## src/rtl/game_strobe_multi.sv

```systemverilog
// Purpose : n_channels independent programmable-period strobe timers (periodic or one-shot).
// Latency : arm at edge E0 with enable high -> first strobe registered at edge E(period).
// Backpr. : none; the global enable pauses every channel, and each paused cycle delays its strobe by one cycle.
//
// Ports:
//   clk, reset      system clock; synchronous active-high reset
//   enable          global count enable (low = pause all channels)
//   arm[i]          start/restart channel i (ignored when its period is 0)
//   stop[i]         cancel channel i (wins over arm)
//   one_shot[i]     1 = fire once then idle, 0 = periodic
//   period          channel i period = period[i*width +: width], in enabled cycles
//   strobe[i]       registered one-cycle pulse per channel
//   busy[i]         registered; high while channel i is in RUN
module game_strobe_multi #(
   parameter int width      = 32,
   parameter int n_channels = 4
) (
   input  logic                          clk,
   input  logic                          reset,
   input  logic                          enable,
   input  logic [n_channels-1:0]         arm,
   input  logic [n_channels-1:0]         stop,
   input  logic [n_channels-1:0]         one_shot,
   input  logic [n_channels*width-1:0]   period,
   output logic [n_channels-1:0]         strobe,
   output logic [n_channels-1:0]         busy
);

   typedef enum logic {
      IDLE = 1'b0,
      RUN  = 1'b1
   } state_t;

   localparam logic [width-1:0] one = {{(width-1){1'b0}}, 1'b1};

   genvar i;
   generate
      for (i = 0; i < n_channels; i++) begin : g_ch
         state_t           state;
         state_t           state_nxt;
         logic [width-1:0] count;
         logic [width-1:0] count_nxt;
         logic             strobe_q;
         logic             strobe_nxt;
         logic [width-1:0] per;
         logic             per_zero;
         logic             count_zero;

         // Period and mode are sampled live; they only matter at arm or reload,
         // so a change mid-count never disturbs the running count.
         assign per        = period[i*width +: width];
         assign per_zero   = (per == '0);
         assign count_zero = (count == '0);

         // Priority: stop > arm > count. The counter is parked at 0 in IDLE.
         always_comb begin
            state_nxt  = state;
            count_nxt  = count;
            strobe_nxt = 1'b0;

            if (stop[i]) begin
               state_nxt = IDLE;
               count_nxt = '0;
            end else if (arm[i]) begin
               // Arm restarts even from RUN and swallows any strobe due this edge.
               if (per_zero) begin
                  state_nxt = IDLE;
                  count_nxt = '0;
               end else begin
                  state_nxt = RUN;
                  count_nxt = per - one;
               end
            end else if (state == RUN && enable) begin
               if (!count_zero) begin
                  count_nxt = count - one;
               end else begin
                  // Terminal count: the strobe fires even if the channel then stops
                  // because it is one-shot or its period was cleared to 0.
                  strobe_nxt = 1'b1;
                  if (one_shot[i] || per_zero) begin
                     state_nxt = IDLE;
                     count_nxt = '0;
                  end else begin
                     count_nxt = per - one;
                  end
               end
            end
         end

         always_ff @(posedge clk) begin
            if (reset) begin
               state    <= IDLE;
               count    <= '0;
               strobe_q <= 1'b0;
            end else begin
               state    <= state_nxt;
               count    <= count_nxt;
               strobe_q <= strobe_nxt;
            end
         end

         assign strobe[i] = strobe_q;
         assign busy[i]   = (state == RUN);
      end
   endgenerate

endmodule

```

## config.mk

```make
export PLATFORM = sky130hd
export DESIGN_NAME = game_strobe_multi
export DESIGN_NICKNAME = d
export VERILOG_FILES = /design/src/rtl/game_strobe_multi.sv
export SDC_FILE = /design/constraint.sdc
export NUM_CORES = 1
export LEC_CHECK = 0
export BUFFER_PORTS_ARGS = -buffer_cell sky130_fd_sc_hd__buf_2
export CORE_AREA = 4 4 113 169
export CTS_CLUSTER_DIAMETER = 40
export DETAILED_ROUTE_END_ITERATION = 8
export DIE_AREA = 0 0 117 173
export PLACE_DENSITY = 0.82
export SLEW_MARGIN = 30
export SYNTH_ARGS = -nofsm -noshare
export SYNTH_HDL_FRONTEND = slang
export SYNTH_SLANG_ARGS = --single-unit
```

## constraint.sdc

```tcl
create_clock -name clk -period 11.4 [get_ports clk]
set_clock_uncertainty 0.1 [all_clocks]
set_input_delay 3.42 -clock clk [delete_from_list [all_inputs] [get_ports clk]]
set_output_delay 3.42 -clock clk [all_outputs]
set_load 0.02 [all_outputs]
```

# After elaboration in Yosys (flattened, before gate mapping)

Cells that the tools add are included.

Register bits: 136
Input bits: 143
Output and inout port bits: 8
Logic and storage cells: 108

$add $sub $neg: 8
Multiplexer cells: 44
Bitwise gates (word level): 4
Reductions and logical operators: 40

Operator list:

| kind                                                                  | count |
|---|---|
| 32-bit two-way mux                                                    | 20 |
| 32-bit logical NOT                                                    | 8 |
| 32-bit by 1-bit subtractor with 32-bit output (second input constant) | 8 |
| 1-bit two-way mux                                                     | 24 |
| 2-bit nonzero test                                                    | 12 |
| 4-bit OR reduction                                                    | 4 |
| 3-bit AND reduction                                                   | 4 |
| 2-bit OR reduction                                                    | 4 |
| 1-bit logical AND                                                     | 4 |
| 1-bit logical OR                                                      | 4 |
| 1-bit NOT                                                             | 4 |

# Depth between registers and ports, before layout

Gate-level depths: netlist of run 1.

Depth in word-level cells: 6
Gate-level depth with buffers: 11
Depth with buffers taken out: 9

# Least setup slack after synthesis of run 1

OpenSTA, ideal clock, no wires.

Kind: input -> register
From: input port period[96]
To: register g_ch[3].count[21]
Library setup time: 120 ps
Arrival time: 5,820 ps
Data required time: 11,180 ps
Path slack: 5,360 ps
Stages on the path: 11
Path buffers: 2
Cells stage by stage: inv_1 -> ha_1 -> or4b_2 -> clkbuf_1 -> nor3_1 -> nand2_1 -> nor3_2 -> or2_2 -> clkbuf_1 -> nor3_1 -> o31a_1

Longest elaborated chain between the ends: 6
Elaborated cells on any way between the ends: 8
Classes of those cells: add/sub (1); mux (5); reduce/logical (2)

Ends and longest elaborated chain:

| item                                                                                                  | RTL line | text |
|---|---|---|
| from (decl)                                                                                           | 24       | `input logic [n_channels*width-1:0] period,` |
| parallel branches: the longest is 5 deep, another holds 32-bit by 1-bit subtractor with 32-bit output | n/a      |  |
| 32-bit two-way mux (*)                                                                                | 64       | `end else if (arm[i]) begin` |
| to (signal assigned)                                                                                  | 97       | `count <= count_nxt;` |
| to (decl)                                                                                             | 41       | `logic [width-1:0] count;` |

Mark *: on every way between the ends. The select of a mux whose other input is x is not followed.
A chain may end at the register's enable or synchronous reset.

# Worst setup path after layout of run 1

From: input port period[96]
To: register g_ch[3].count[16]

The elaborated chain is that of the path after synthesis.

==> results.yml, run 1 <==
outcome:
  outcome: "completed"
cts:
  ctsResizeCount: 0
  cts_hold_buffers: 0
  cts_buffers: 17
  insertion_delay_ns: 0.43
  cts_setup_buffers: 0
  cts_sinks: 136
  cts_tree: "yes"
  clkTransAtPathRegs_ns: 0.06
  root_buffer: "clkbuf_16"
  htree_levels: 4
  clock_path_buffers: 2
min_path:
  hold_class: "reg -> reg"
  min_path_cells: 2
routing:
  postRouteAntennaNets: 0
  first_pass_iters: 6
  vias: 11800
  routed_wl_um: 32700
  drtIter0Drc: 1122
  wl_per_cell_um: 18.4
  drc: 0
  viasPerCell: 6.65
power:
  p_comb_share_pct: 29.5
  p_switching_uw: 529
  intPower_uw: 990
  p_per_area_nw_per_um2: 129
  p_leak_uw: 0.00435
  clock_power_share_pct: 36.0
  power_frac_seq_pct: 34.6
  peakVddDrop_mv: 0.101
  switching_share_pct: 34.8
timing:
  rsz0062_at_grt: "no"
  drv_slew: 0
  worst_pin_slew_ns: 1.01
  min_period_over_period_pct: 54.6
  fin_crit_ns: 6.23
  final-setup-viol-count: 0
  relSlewSlack_pct: 32.5
  setup_tns_ns: 0
  hold_viol_final: 0
  maxClockFrequency_mhz: 161
synth:
  ys_ff_latch: 136
  yosys-top-cells-area: "dfxtp_1, nor2_1, nor3_1"
  synth_top_cell_area_share_pct: 26.2
  synth_cell_type_count: 69
  yosysTopAreaCell: "dfxtp_1"
  ys.flop_type: "dfxtp_1"
  yosysWarnings: 0
  syn-instance-count: 1444
  ys_seq_area_share_pct: 26.2
  syn_nets: 1599
  synthArstFlopShare_pct: 0
  syn_avg_cell_area_um2: 7.20
  synth_area_um2: 10400
  synth-edff-count: 0
worst_setup_path:
  rr_worst_depth: 7
  cp_slowest_cell: "or4b_2"
  crit_arrival_ns: 6.41
  cp.required_ns: 11.59
  critical_path.cell_chain: "buf_2 > inv_1 > ha_1 > or4b_2 > nor3_1 > nand2_1 > nor3_2 > nor2_2 > nand3_1 > o21ai_0"
  start_kind: "primary input"
  path_class: "in -> reg"
  cpPeakStageDelay_ns: 0.68
  ff2ff_setup_slack_ns: 7.58
  critPathCaptureType: "flip-flop"
  cp_max_fo: 16
placed_design:
  numPortBuffers: 150
  placedInstanceArea_um2: 11200
  place.gp.congestion: 0.946
  dp_hpwl_um: 23700
layout:
  final_nets: 1706
  drive_gt1_share_pct: 14.5
  fin_area_um2: 11700
  diodes: 0
  area_growth_pct: 12.9
die:
  num_rows: 60
  fp.coreArea_um2: 17700
  start_util_pct: 58.7
  die-area_um2: 20200
  ios: 151
  fp.dieH_um: 173
  die_width_um: 117
grt:
  antenna_found_initial: 0
  grt_pass1_vias: 10900
  grt_pass1_wl_um: 51800
  grtUsageTotal_pct: 31.1
  grt_max_degree: 33
  grt_overflow: 0
flow_run:
  drv_cap: 0
-- cell usage after synthesis (all sizes together) (16+ instances only) --
cell      n
a21oi   102
nor4     64
or4      34
nor2    159
or2      16
nand2   112
or3      41
dfxtp   136
inv      33
buf      17
xor2     60
xnor2    60
clkbuf   53
nand3    40
a31oi    30
o21ai   110
o22ai    31
nand2b   16
a22oi    22
nor3    118
-- final timing paths --
kind	from	endpoint
setup / recovery	period[96]	g_ch[3].count[16]
hold / removal	g_ch[1].count[11]	g_ch[1].count[11]
setup reg to reg	g_ch[3].count[15]	g_ch[3].count[23]
hold reg to reg	g_ch[1].count[11]	g_ch[1].count[11]
-- power groups by stage --
stage | sequential [uW] | combinational (uW) | clock, uW
4_1_cts | 524 | 436 | 543
2_1_floorplan | 527 | 311 | 0
3_5_place_dp | 534 | 432 | 0
5_1_grt | 528 | 491 | 567
6_report | 525 | 448 | 546
3_3_place_gp | 533 | 428 | 0
-- cells by family after synthesis --
logic type      after synthesis  synth area share (%)
simple gates                670                  33.3
buf+inv                     103                  4.19
flops                       136                  26.2
compound gates              395                  23.9
mux                           8                 0.819
fa+ha+maj                    12                  1.44
xor+xnor                    120                  10.1
-- worst max-delay path, delay by kind of cell --
kind / cells / cell delay, ns
adder cells (fa/ha/maj): 1 / 0.21
AND/OR/NAND/NOR: 6 / 2.41
buffers and inverters: 2 / 0.20
AO/OA/AOI/OAI: 1 / 0.18
-- routing by layer --
metal,vias to the layer above,routed length [um],track usage [%]
li1,5638,-,-
met1,5469,12500,37.2
met2,601,16400,53.3
met3,129,2460,5.22
met4,0,1320,14.4
met5,-,0,0
-- area by class of cell --
cell class                      count  area [um^2]
Clock buffer                       22          464
Fill cell                        1607         5980
Tap cell                          217          272
Sequential cell                   136         2720
Inverter                           33          124
Clock inverter                      8         98.8
Multi-Input combinational cell   1205         7240
Timing Repair Buffer              158          811
-- metrics by stage --
stage | hold slack, ns | setup slack, ns | utilization [%] | total power [uW] | cells
after floorplan | 0.331 | 5.36 | - | 838 | 1444
after detailed placement | 0.355 | 4.75 | 63.0 | 966 | 1749
after CTS | 0.361 | 5.21 | 66.2 | 1500 | 1779
after global placement | 0.343 | 4.81 | 63.0 | 961 | 1749
after global routing | 0.390 | 4.89 | 66.2 | 1590 | 1779
final | 0.365 | 5.17 | 66.2 | 1520 | 1779
-- flip-flops by register name, summed over array words and instances (netlist names) --
name	count
g_ch.count	128
g_ch.state	4
g_ch.strobe_q	4
-- placed cells by master, fill, tap and decap left out, types with 17 or more instances in the layout --
master     count
a22oi_1       22
or4_1         32
nor4_1        64
xor2_1        60
nor3_1       116
or3_1         41
nand3_1       40
xnor2_1       60
clkbuf_16     17
o21ai_0      110
dfxtp_1      136
nand2_1      111
nor2_1       156
buf_2        150
o22ai_1       29
inv_1         33
a31oi_1       30
a21oi_1      102
No activity file was read; power rests on OpenSTA's default activity.
==> run 2: changes to the inputs <==
CORE_AREA = 4 4 114 170   (was 4 4 113 169)
DIE_AREA = 0 0 118 174   (was 0 0 117 173)
PLACE_DENSITY = 0.81   (was 0.82)
clock period = 6.18 ns   (was 11.4 ns; I/O delays follow)
==> results.yml, run 2 (synthesized netlist as in run 1, its figures left out) <==
outcome:
  outcome: "completed"
layout:
  largestRegisters: "g_ch.count (128), g_ch.state (4), g_ch.strobe_q (4)"
  largest_reg_flops: 128
  area_growth_pct: 13.6
  regMostFlops: "g_ch.count"
  final_cell_mix: "nor2_1, buf_2, dfxtp_1, nor3_1, nand2_1"
  final_common_cell: "nor2_1"
  final_nets: 1706
  drive_gt1_share_pct: 14.8
  diodes: 0
grt:
  grt_max_degree: 33
  grt_overflow: 0
  grtUsageTotal_pct: 30.5
  grt_pass1_wl_um: 52700
  grt_pass1_vias: 11300
  antenna_found_initial: 0
cts:
  cts_tree: "yes"
  insertion_delay_ns: 0.44
  cts_setup_buffers: 0
  cts_sinks: 136
  cts_buffers: 17
  clkTransAtPathRegs_ns: 0.06
  root_buffer: "clkbuf_16"
  clock_path_buffers: 2
  htree_levels: 4
  ctsResizeCount: 0
  cts_hold_buffers: 0
timing:
  hold_viol_final: 0
  rsz0062_at_grt: "no"
  setup_tns_ns: 0
  min_period_over_period_pct: 75.7
  drv_slew: 0
  final-setup-viol-count: 0
  relSlewSlack_pct: 27.9
  fin_ws_ns: 1.50
  maxClockFrequency_mhz: 214
  fin_crit_ns: 4.68
  worst_pin_slew_ns: 1.08
worst_setup_path:
  cp.required_ns: 6.38
  critPathCaptureType: "flip-flop"
  start_kind: "primary input"
  path_class: "in -> reg"
  cp_max_fo: 25
  rr_worst_depth: 7
  path_buf_inv: 1
  cpPeakStageDelay_ns: 0.67
  critPathMostFrequentCell: "or4_1"
  cpLargestDelayFamily: "simple AND/OR/NAND/NOR gates"
  critical_path.cell_chain: "buf_2 > or4_1 > or4_1 > or4_1 > o21a_1 > a222oi_1 > nor2_1"
  crit_arrival_ns: 4.88
  crit_cells: 7
  cp_slowest_cell: "or4_1"
placed_design:
  place.gp.congestion: 0.942
  numPortBuffers: 150
  preCtsSetupSlack_ns: 1.09
  dp_hpwl_um: 23600
power:
  p_comb_share_pct: 28.4
  p_switching_uw: 984
  p_per_area_nw_per_um2: 245
  clock_power_share_pct: 38.1
  peakVddDrop_mv: 0.158
  p_leak_uw: 0.00439
  intPower_uw: 1910
  switching_share_pct: 34.0
  power_frac_seq_pct: 33.5
die:
  ios: 151
  die-area_um2: 20500
  start_util_pct: 58.2
  fp.dieH_um: 174
  die_width_um: 118
  num_rows: 60
  fp.coreArea_um2: 17900
routing:
  vias: 11900
  drc: 0
  postRouteAntennaNets: 0
  routed_wl_um: 32500
  first_pass_iters: 7
  wl_per_cell_um: 18.3
  viasPerCell: 6.69
  drtIter0Drc: 1346
min_path:
  hold_class: "reg -> reg"
  min_path_cells: 2
flow_run:
  drv_cap: 0
[run 2: cell types whose count changed in the layout (fill, tap and decap cells not counted)]
cell,previous run,this run
clkinv_4,1,3
bufinv_16,2,4
clkbuf_1,3,1
clkinv_2,3,4
clkinvlp_4,2,1
[run 2: metal layers]
metal	up-vias	routed length, um	share of wire (%)	global-route usage, %
met5	-	0	0	0
met1	5487	12300	38	35.7
li1	5652	-	-	-
met2	653	16200	50	54.0
met3	125	2560	7.9	4.20
met4	0	1440	4.4	15.9
[run 2: layout make-up]
cell class,count,area [um^2]
Multi-Input combinational cell,1205,7240
Fill cell,1593,6070
Sequential cell,136,2720
Timing Repair Buffer,158,811
Clock buffer,20,457
Tap cell,217,272
Clock inverter,12,174
Inverter,33,124
[run 2: tightest hold or removal path: stages (launching register included)]
cell and delay (ns):
dfxtp_1 0.31, nand2_1 0.05, a21oi_1 0.05
[run 2: path summary, 6_finish.rpt]
path | start | endpoint | slack, ns
hold reg to reg | g_ch[2].count[8] | g_ch[2].count[8] | 0.36
setup / recovery | period[78] | g_ch[2].count[30] | 1.50
hold / removal | g_ch[2].count[8] | g_ch[2].count[8] | 0.36
setup reg to reg | g_ch[3].count[15] | g_ch[3].count[23] | 2.39
[run 2: stage by stage]
step / instances / power [uW] / cell area (um^2) / util [%] / hold slack (ns)
after floorplan: 1444 / 1550 / 10400 / - / 0.331
after global placement: 1749 / 1770 / 11200 / 62.5 / 0.342
after detailed placement: 1749 / 1780 / 11200 / 62.5 / 0.353
after CTS: 1781 / 2870 / 11800 / 66.0 / 0.361
after global routing: 1781 / 3020 / 11800 / 66.1 / 0.386
final: 1781 / 2890 / 11800 / 66.1 / 0.363
[run 2: power groups by stage]
stage / Sequential [uW] / Combinational (uW) / Clock [uW]
floorplan: 972 / 573 / 0
global placement: 983 / 785 / 0
detailed placement: 984 / 794 / 0
CTS: 966 / 800 / 1110
global route: 975 / 906 / 1140
finish: 968 / 823 / 1100
